==> src/rtl/watch_set_cu.sv <==
// Watch time-set control unit: edit-field sequencing, press/auto-repeat strobes and edit timeout.
// Optional macro WATCH_SET_BLINK_EN adds a blinking field indicator; otherwise o_blink follows o_edit.
module watch_set_cu #(
  parameter int HOLD_CYCLES    = 50_000_000,
  parameter int REPEAT_CYCLES  = 10_000_000,
  parameter int TIMEOUT_CYCLES = 1_000_000_000,
  parameter int BLINK_CYCLES   = 25_000_000
) (
  input  logic       clk,
  input  logic       rst,
  input  logic       i_enable,
  input  logic       i_mode,
  input  logic       i_up,
  input  logic       i_down,
  output logic       o_edit,
  output logic [1:0] o_field,
  output logic       o_inc,
  output logic       o_dec,
  output logic       o_blink
);

  typedef enum logic [1:0] {IDLE, EDIT_HOUR, EDIT_MIN, EDIT_SEC} state_t;
  typedef enum logic [1:0] {KEY_NONE, KEY_UP, KEY_DN} key_t;
  typedef enum logic [1:0] {PH_OFF, PH_HOLD, PH_REPEAT} phase_t;

  localparam int HOLD_W = $clog2(HOLD_CYCLES);
  localparam int REP_W  = $clog2(REPEAT_CYCLES);
  localparam int PH_W   = (HOLD_W > REP_W) ? HOLD_W : REP_W;
  localparam int TO_W   = $clog2(TIMEOUT_CYCLES);
  localparam logic [PH_W-1:0] HOLD_LAST = PH_W'(HOLD_CYCLES - 1);
  localparam logic [PH_W-1:0] REP_LAST  = PH_W'(REPEAT_CYCLES - 1);
  localparam logic [TO_W-1:0] TO_LAST   = TO_W'(TIMEOUT_CYCLES - 1);

  if (HOLD_CYCLES < 2 || REPEAT_CYCLES < 2 || TIMEOUT_CYCLES < 2 || BLINK_CYCLES < 1) begin : g_bad_params
    $error("watch_set_cu: cycle parameters out of range");
  end

  state_t          state, next_state;
  key_t            dir, prev_dir;
  phase_t          phase, phase_nx;
  logic [PH_W-1:0] ph_cnt, ph_cnt_nx;
  logic [TO_W-1:0] to_cnt;
  logic            can_strobe, strobe_nx, inc_nx, dec_nx;

  always_comb begin
    dir = KEY_NONE;
    if (i_up && !i_down) dir = KEY_UP;
    else if (i_down && !i_up) dir = KEY_DN;
  end

  always_comb begin
    next_state = state;
    if (!i_enable) begin
      next_state = IDLE;
    end else if (i_mode) begin
      case (state)
        IDLE:      next_state = EDIT_HOUR;
        EDIT_HOUR: next_state = EDIT_MIN;
        EDIT_MIN:  next_state = EDIT_SEC;
        default:   next_state = IDLE;
      endcase
    end else if (state != IDLE && to_cnt == TO_LAST) begin
      next_state = IDLE;
    end
  end

  // Strobes only fire while staying in one edit field; any field change drops the key phase.
  always_comb begin
    can_strobe = (state != IDLE) && (next_state == state);
    phase_nx   = phase;
    ph_cnt_nx  = ph_cnt;
    strobe_nx  = 1'b0;
    if (can_strobe && dir != KEY_NONE && dir != prev_dir) begin
      phase_nx  = PH_HOLD;
      ph_cnt_nx = '0;
      strobe_nx = 1'b1;
    end else if (!can_strobe || dir != prev_dir || dir == KEY_NONE) begin
      phase_nx  = PH_OFF;
      ph_cnt_nx = '0;
    end else begin
      case (phase)
        PH_HOLD: begin
          if (ph_cnt == HOLD_LAST) begin
            phase_nx  = PH_REPEAT;
            ph_cnt_nx = '0;
            strobe_nx = 1'b1;
          end else begin
            ph_cnt_nx = ph_cnt + 1'b1;
          end
        end
        PH_REPEAT: begin
          if (ph_cnt == REP_LAST) begin
            ph_cnt_nx = '0;
            strobe_nx = 1'b1;
          end else begin
            ph_cnt_nx = ph_cnt + 1'b1;
          end
        end
        default: begin
          phase_nx  = PH_OFF;
          ph_cnt_nx = '0;
        end
      endcase
    end
    inc_nx = strobe_nx && (dir == KEY_UP);
    dec_nx = strobe_nx && (dir == KEY_DN);
  end

  always_ff @(posedge clk) begin
    if (rst) begin
      state    <= IDLE;
      prev_dir <= KEY_NONE;
      phase    <= PH_OFF;
      ph_cnt   <= '0;
      to_cnt   <= '0;
      o_inc    <= 1'b0;
      o_dec    <= 1'b0;
    end else begin
      state    <= next_state;
      prev_dir <= dir;
      phase    <= phase_nx;
      ph_cnt   <= ph_cnt_nx;
      o_inc    <= inc_nx;
      o_dec    <= dec_nx;
      if (state == IDLE || next_state != state || i_mode || i_up || i_down || o_inc || o_dec)
        to_cnt <= '0;
      else
        to_cnt <= to_cnt + 1'b1;
    end
  end

  assign o_edit = (state != IDLE);

  always_comb begin
    case (state)
      EDIT_HOUR: o_field = 2'd0;
      EDIT_MIN:  o_field = 2'd1;
      EDIT_SEC:  o_field = 2'd2;
      default:   o_field = 2'd3;
    endcase
  end

`ifdef WATCH_SET_BLINK_EN
  localparam int BL_W = (BLINK_CYCLES > 1) ? $clog2(BLINK_CYCLES) : 1;
  localparam logic [BL_W-1:0] BL_LAST = BL_W'(BLINK_CYCLES - 1);

  logic [BL_W-1:0] blink_cnt;
  logic            blink_q;

  // Blink restarts visible on entry, field change and every strobe so the edited value stays readable.
  always_ff @(posedge clk) begin
    if (rst || next_state == IDLE) begin
      blink_q   <= 1'b0;
      blink_cnt <= '0;
    end else if (next_state != state || inc_nx || dec_nx) begin
      blink_q   <= 1'b1;
      blink_cnt <= '0;
    end else if (blink_cnt == BL_LAST) begin
      blink_q   <= ~blink_q;
      blink_cnt <= '0;
    end else begin
      blink_cnt <= blink_cnt + 1'b1;
    end
  end

  assign o_blink = blink_q;
`else
  assign o_blink = o_edit;
`endif

endmodule
==> config.mk <==
export PLATFORM = sky130hd
export DESIGN_NAME = watch_set_cu
export DESIGN_NICKNAME = d
export VERILOG_FILES = /design/src/rtl/watch_set_cu.sv
export SDC_FILE = /design/constraint.sdc
export NUM_CORES = 1
export LEC_CHECK = 0
export ABC_AREA = 1
export BUFFER_PORTS_ARGS = -buffer_cell sky130_fd_sc_hd__buf_2
export CORE_MARGIN = 2
export CORE_UTILIZATION = 30
export CTS_CLUSTER_DIAMETER = 40
export DETAILED_ROUTE_END_ITERATION = 6
export PLACE_DENSITY = 0.44
export REMOVE_ABC_BUFFERS = 1
export SLEW_MARGIN = 5
export SYNTH_ARGS = -nofsm -noshare
export SYNTH_HDL_FRONTEND = slang
export SYNTH_SLANG_ARGS = --single-unit
export TNS_END_PERCENT = 100
==> constraint.sdc <==
create_clock -name clk -period 2.5 [get_ports clk]
set_input_delay 0.125 -clock clk [delete_from_list [all_inputs] [get_ports clk]]
set_output_delay 0.125 -clock clk [all_outputs]
set_load 0.005 [all_outputs]
# == Word-level counts from Yosys, hierarchy flattened ==
# Cells that the tools add are included.
# totals
reg_bits,64
input_bits,6
out_inout_bits,6
# classes
n_addsub,2
eq_ne,16
n_mux,19
bitwise_logic,1
reduce_logical,27
# ops
op,count
26-bit 2-to-1 mux,2
26-bit one-hot mux with 2 select lines,1
30-bit by 1-bit adder with 30-bit output (second input constant),1
30-bit equality test (second input constant),1
26-bit by 1-bit adder with 26-bit output (second input constant),1
26-bit by 24-bit equality test with 1-bit output (second input constant),1
26-bit equality test (second input constant),1
2-bit 2-to-1 mux,6
2-bit one-hot mux with 3 select lines,2
2-bit equality test (second input constant),4
1-bit logical AND,8
1-bit logical OR,8
2-bit by 1-bit equality test with 1-bit output (second input constant),3
1-bit 2-to-1 mux,6
2-bit zero test,2
2-bit inequality test,2
4-bit inequality test (second input constant),1
2-bit one-hot mux with 2 select lines,1
2-bit AND reduction,2
2-bit nonzero test,2
1-bit zero test,3
3-bit inequality test (second input constant),1
3-bit OR reduction,1
2-bit equality test,1
4 further kinds,4

# == Longest topological paths before layout ==
# depth
depth_word,13
depth_mapped,18

# == Worst setup path after synthesis ==
# No wires, ideal clock.
# synth_timing
path_type,reg2reg
start,register state[0]
end,register to_cnt[18]
setup_ns,0.061
t_arrival_ns,1.893
required_time_ns,2.439
setup_slack_ns,0.546
stages_incl_launch_ff,18
n_path_buf,2
synth_period_minus_slack_ns,1.954
path_cell_list,dfxtp_1 inv_1 ha_1 inv_1 nand2_1 nor2_1 nand2_1 nor2_1 nand2_1 nand2_1 nand2_1 nand3_1 nand2_1 nor2_4 nand2_2 buf_6 buf_12 nor2_4
# synth_via
elab_chain_cells,13
elab_cells_between_ends,17
cone_classes,eq/ne: 3; mux: 4; reduce/logical: 10
# synth_rtl
element,line,rtl
from (decl),38,"state_t state, next_state;"
from (signal assigned),119,state <= next_state;
2-bit nonzero test,--,
net o_blink,19,output logic o_blink
1-bit logical AND,62,end else if (state != IDLE && to_cnt == TO_LAST) begin
2-bit 2-to-1 mux,62,
2-bit 2-to-1 mux,55,end else if (i_mode) begin
2-bit 2-to-1 mux,53,if (!i_enable) begin
2-bit inequality test,125,if (state == IDLE || next_state != state || i_mode || i_up || i_down || o_inc || o_dec)
1-bit logical OR (6 in series),125,
2-bit OR reduction (no source line),--,
to (signal assigned),128,to_cnt <= to_cnt + 1'b1;
to (decl),42,logic [TO_W-1:0] to_cnt;
# The timed path passes the listed nets, and every way through them passes these cells.
# A chain may end at the register's enable or synchronous reset.

# == Worst setup path after layout ==
# layout_timing
start,register state[0]
end,register to_cnt[17]
# layout_via
elab_chain_cells,13
elab_cells_between_ends,17
cone_classes,eq/ne: 3; mux: 4; reduce/logical: 10
# layout_rtl
element,line
"parallel branches: the longest is 6 deep, another holds 2-bit one-hot mux with 3 select lines",--
1-bit logical OR (*) (6 in series),125
2-bit OR reduction (no source line) (*),--
# Every way passes the cells marked *.

==> impl_metrics.ini <==
[outcome]
status = finished, final reports clean

[sta]
rsz0062_at_grt = true
setup_slack_ns = 0.266
final_hold_viol_count = 0
maxSlewViolCount = 0
timing.final.crit_share_pct = 89.4
finalCriticalPeriod_ns = 2.23
skew_ns = 0.00522
max_slew_margin_pct = 62.4
max_freq_ghz = 0.448
setup_viol_count_final = 0
tightest_slew_ns = 0.564

[synthesis]
yosysWarnings = 0
yosysTopAreaCell = dfxtp_1
synth-main-ff-cell = dfxtp_1
syn-instance-count = 463
synthDistinctLibCells = 31
async_reset_ff_share_pct = 0
syn_area_per_cell_um2 = 7.51
synth-seq-area-share_pct = 36.9
synth_seq_cells = 64
synth_area_um2 = 3480
synth_top_area_share_pct = 36.9
synth_edf_count = 0
synth.area.top_cells = dfxtp_1, nand2_1, nor2_1, inv_1, xor2_1

[place]
io_buffers = 11
gp_congestion = 0.776
pre_cts_ws_ns = 0.0600
dp_hpwl_mm = 4.90

[route]
drt_iter0_drc = 81
vias = 2754
vias_per_cell = 4.39
drtPass1Iterations = 4
drcViolationCount = 0
totalWireLength_mm = 7.09
antenna_left = 0
post_drt_wl_per_cell_um = 11.3

[layout]
antenna_cells = 0
multiInputGateArea_um2 = 1910
final_cell_mix = nand2_1, nor2_1, inv_1, dfxtp_1, xor2_1
finalNetCount = 500
fillers = 1222
drive_above_1_share_pct = 16.1
area_growth_pct = 14.7
final_common_cell = nand2_1
regArea_um2 = 1280

[critical_path]
r2r_start = state[0]$_SDFF_PP0_
reg2reg_depth = 16
worst-setup-path-type = reg -> reg
endpoint_kind = register
cp-start-kind = register
critPathRequiredTime_ns = 2.74
crit_arrival_ns = 2.47
worstReg2RegEnd = to_cnt[17]$_SDFF_PP0_
startpoint = state[0]$_SDFF_PP0_
ff2ff_setup_slack_ns = 0.27
crit_fanout = 29

[clock_network]
cts_tree = done
numCtsBuffers = 9
clock_sinks = 64
ctsRootBufferMaster = clkbuf_16
clkLatencyLatePin_ns = 0.32
clkTransAtPathRegs_ns = 0.05
cts_hold_buf = 0
cts_htree_levels = 3
clockBufferDepth = 2

[hold_path]
hold_depth = 2
min_to = state[1]$_SDFF_PP0_
hold_path_class = in -> reg
min-delay-start = rst

[floorplanning]
ios = 12
rows = 39
die_area_um2 = 12500
initial_utilization_pct = 30.6
core_um2 = 11400
fp.dieH_um = 112
chipWidth_um = 112

[grt]
grt_usage_pct = 11.9
grt_first_pass_wirelength_mm = 12.1
grt_max_degree = 30
antenna_found_initial = 0
grt_pass1_vias = 2681
grt_overflow_total = 0

[job]
cap_violations = 0

[pwr]
ir_worst_vdd_mv = 0.349
powerDensity_nw_per_um2 = 556
power_uw = 2220
p_leak_uw = 0.00137
-- report_power, final --
group / switching [µW] / leakage, µW / total (µW) / internal, µW
sequential: 2.07 / 0.000516 / 1030 / 1030
clock: 415 / 0.000130 / 1120 / 705
combinational: 45.9 / 0.000725 / 70.1 / 24.2
-- sequential cells by signal (all words and copies together), names as in the netlist --
signal,cells
o_dec,1
o_inc,1
phase,2
prev_dir,2
to_cnt,30
ph_cnt,26
state,2
-- kinds of logic (layout without fill, tap and decap cells) --
kind of cell | Yosys count | count (layout) | synth area share, %
buf+inv | 70 | 91 | 8.82
fa+ha+maj | 11 | 11 | 3.96
xor+xnor | 38 | 38 | 9.58
simple gates | 264 | 265 | 38.3
compound gates | 16 | 16 | 2.45
flops | 64 | 64 | 36.9
-- synthesized netlist by cell type (2+ instances only) --
cell     instances
a21oi_1          8
buf_6            3
dfxtp_1         64
ha_1            11
inv_1           63
nand2_1         87
nand2_2          3
nand3_1         18
nand3_2          3
nand4_1         10
nand4_4          2
nor2_1          69
nor2_2          21
nor2_4          14
nor3_1          25
nor3_2           2
nor4_1           4
o21ai_0          5
or2_2            3
xnor2_1         12
xor2_1          26
-- how the worst max path moves through the flow --
stage / endpoint / slack, ns / depth (start not counted)
final: to_cnt[17]$_SDFF_PP0_ / 0.27 / 16
after global routing: to_cnt[19]$_SDFF_PP0_ / -0.02 / 16
after CTS: ph_cnt[25]$_SDFF_PP0_ / 0.04 / 15
after detailed placement: ph_cnt[25]$_SDFF_PP0_ / 0.06 / 15
after global placement: ph_cnt[16]$_SDFF_PP0_ / 0.13 / 13
after floorplan: to_cnt[17]$_SDFF_PP0_ / 0.28 / 15
-- area by class of cell --
class                      count  share of cell area, %
multi-input combinational    330                   47.9
clock buffer                  12                   6.43
clock inverter                 1                  0.126
tap                          143                   4.49
timing repair buffer          14                   2.89
sequential                    64                   32.2
inverter                      64                   6.02
-- stage by stage --
step | cells | hold slack (ns) | cell area, µm² | util (%) | TNS [ns]
final | 628 | 0.0593 | 3990 | 35.1 | 0
after global routing | 628 | 0.0440 | 3990 | 35.1 | -0.0244
after CTS | 625 | 0.0420 | 3930 | 34.5 | 0
after detailed placement | 612 | 0.389 | 3660 | 32.2 | 0
after global placement | 612 | 0.386 | 3660 | 32.2 | 0
after floorplan | 457 | 0.196 | 3410 | - | 0
-- timing repair --
action,CTS,global route
resized for setup,0,2
setup endpoints to repair,0,26
setup buffers,0,2
-- routing by layer --
metal	global-route usage, %	vias up	part of all wire, %
li1	-	1480	-
met1	14.9	1227	50
met2	19.4	38	45
met3	4.57	9	3.4
met4	2.96	0	1.9
met5	0	-	0
-- critical path, cell delays in order (launching register included) --
cell     delay, ns
dfxtp_1       0.34
inv_1         0.09
ha_1          0.22
inv_1         0.12
nand2_1       0.06
nor2_1        0.10
nand2_1       0.05
nor2_1        0.09
nand2_1       0.08
nand2_1       0.07
nand2_1       0.06
nand3_1       0.06
nand2_1       0.08
nor2_4        0.26
nand2_2       0.10
buf_12        0.20
nor3_1        0.15
Note: power is estimated with default switching activity, not from simulation.
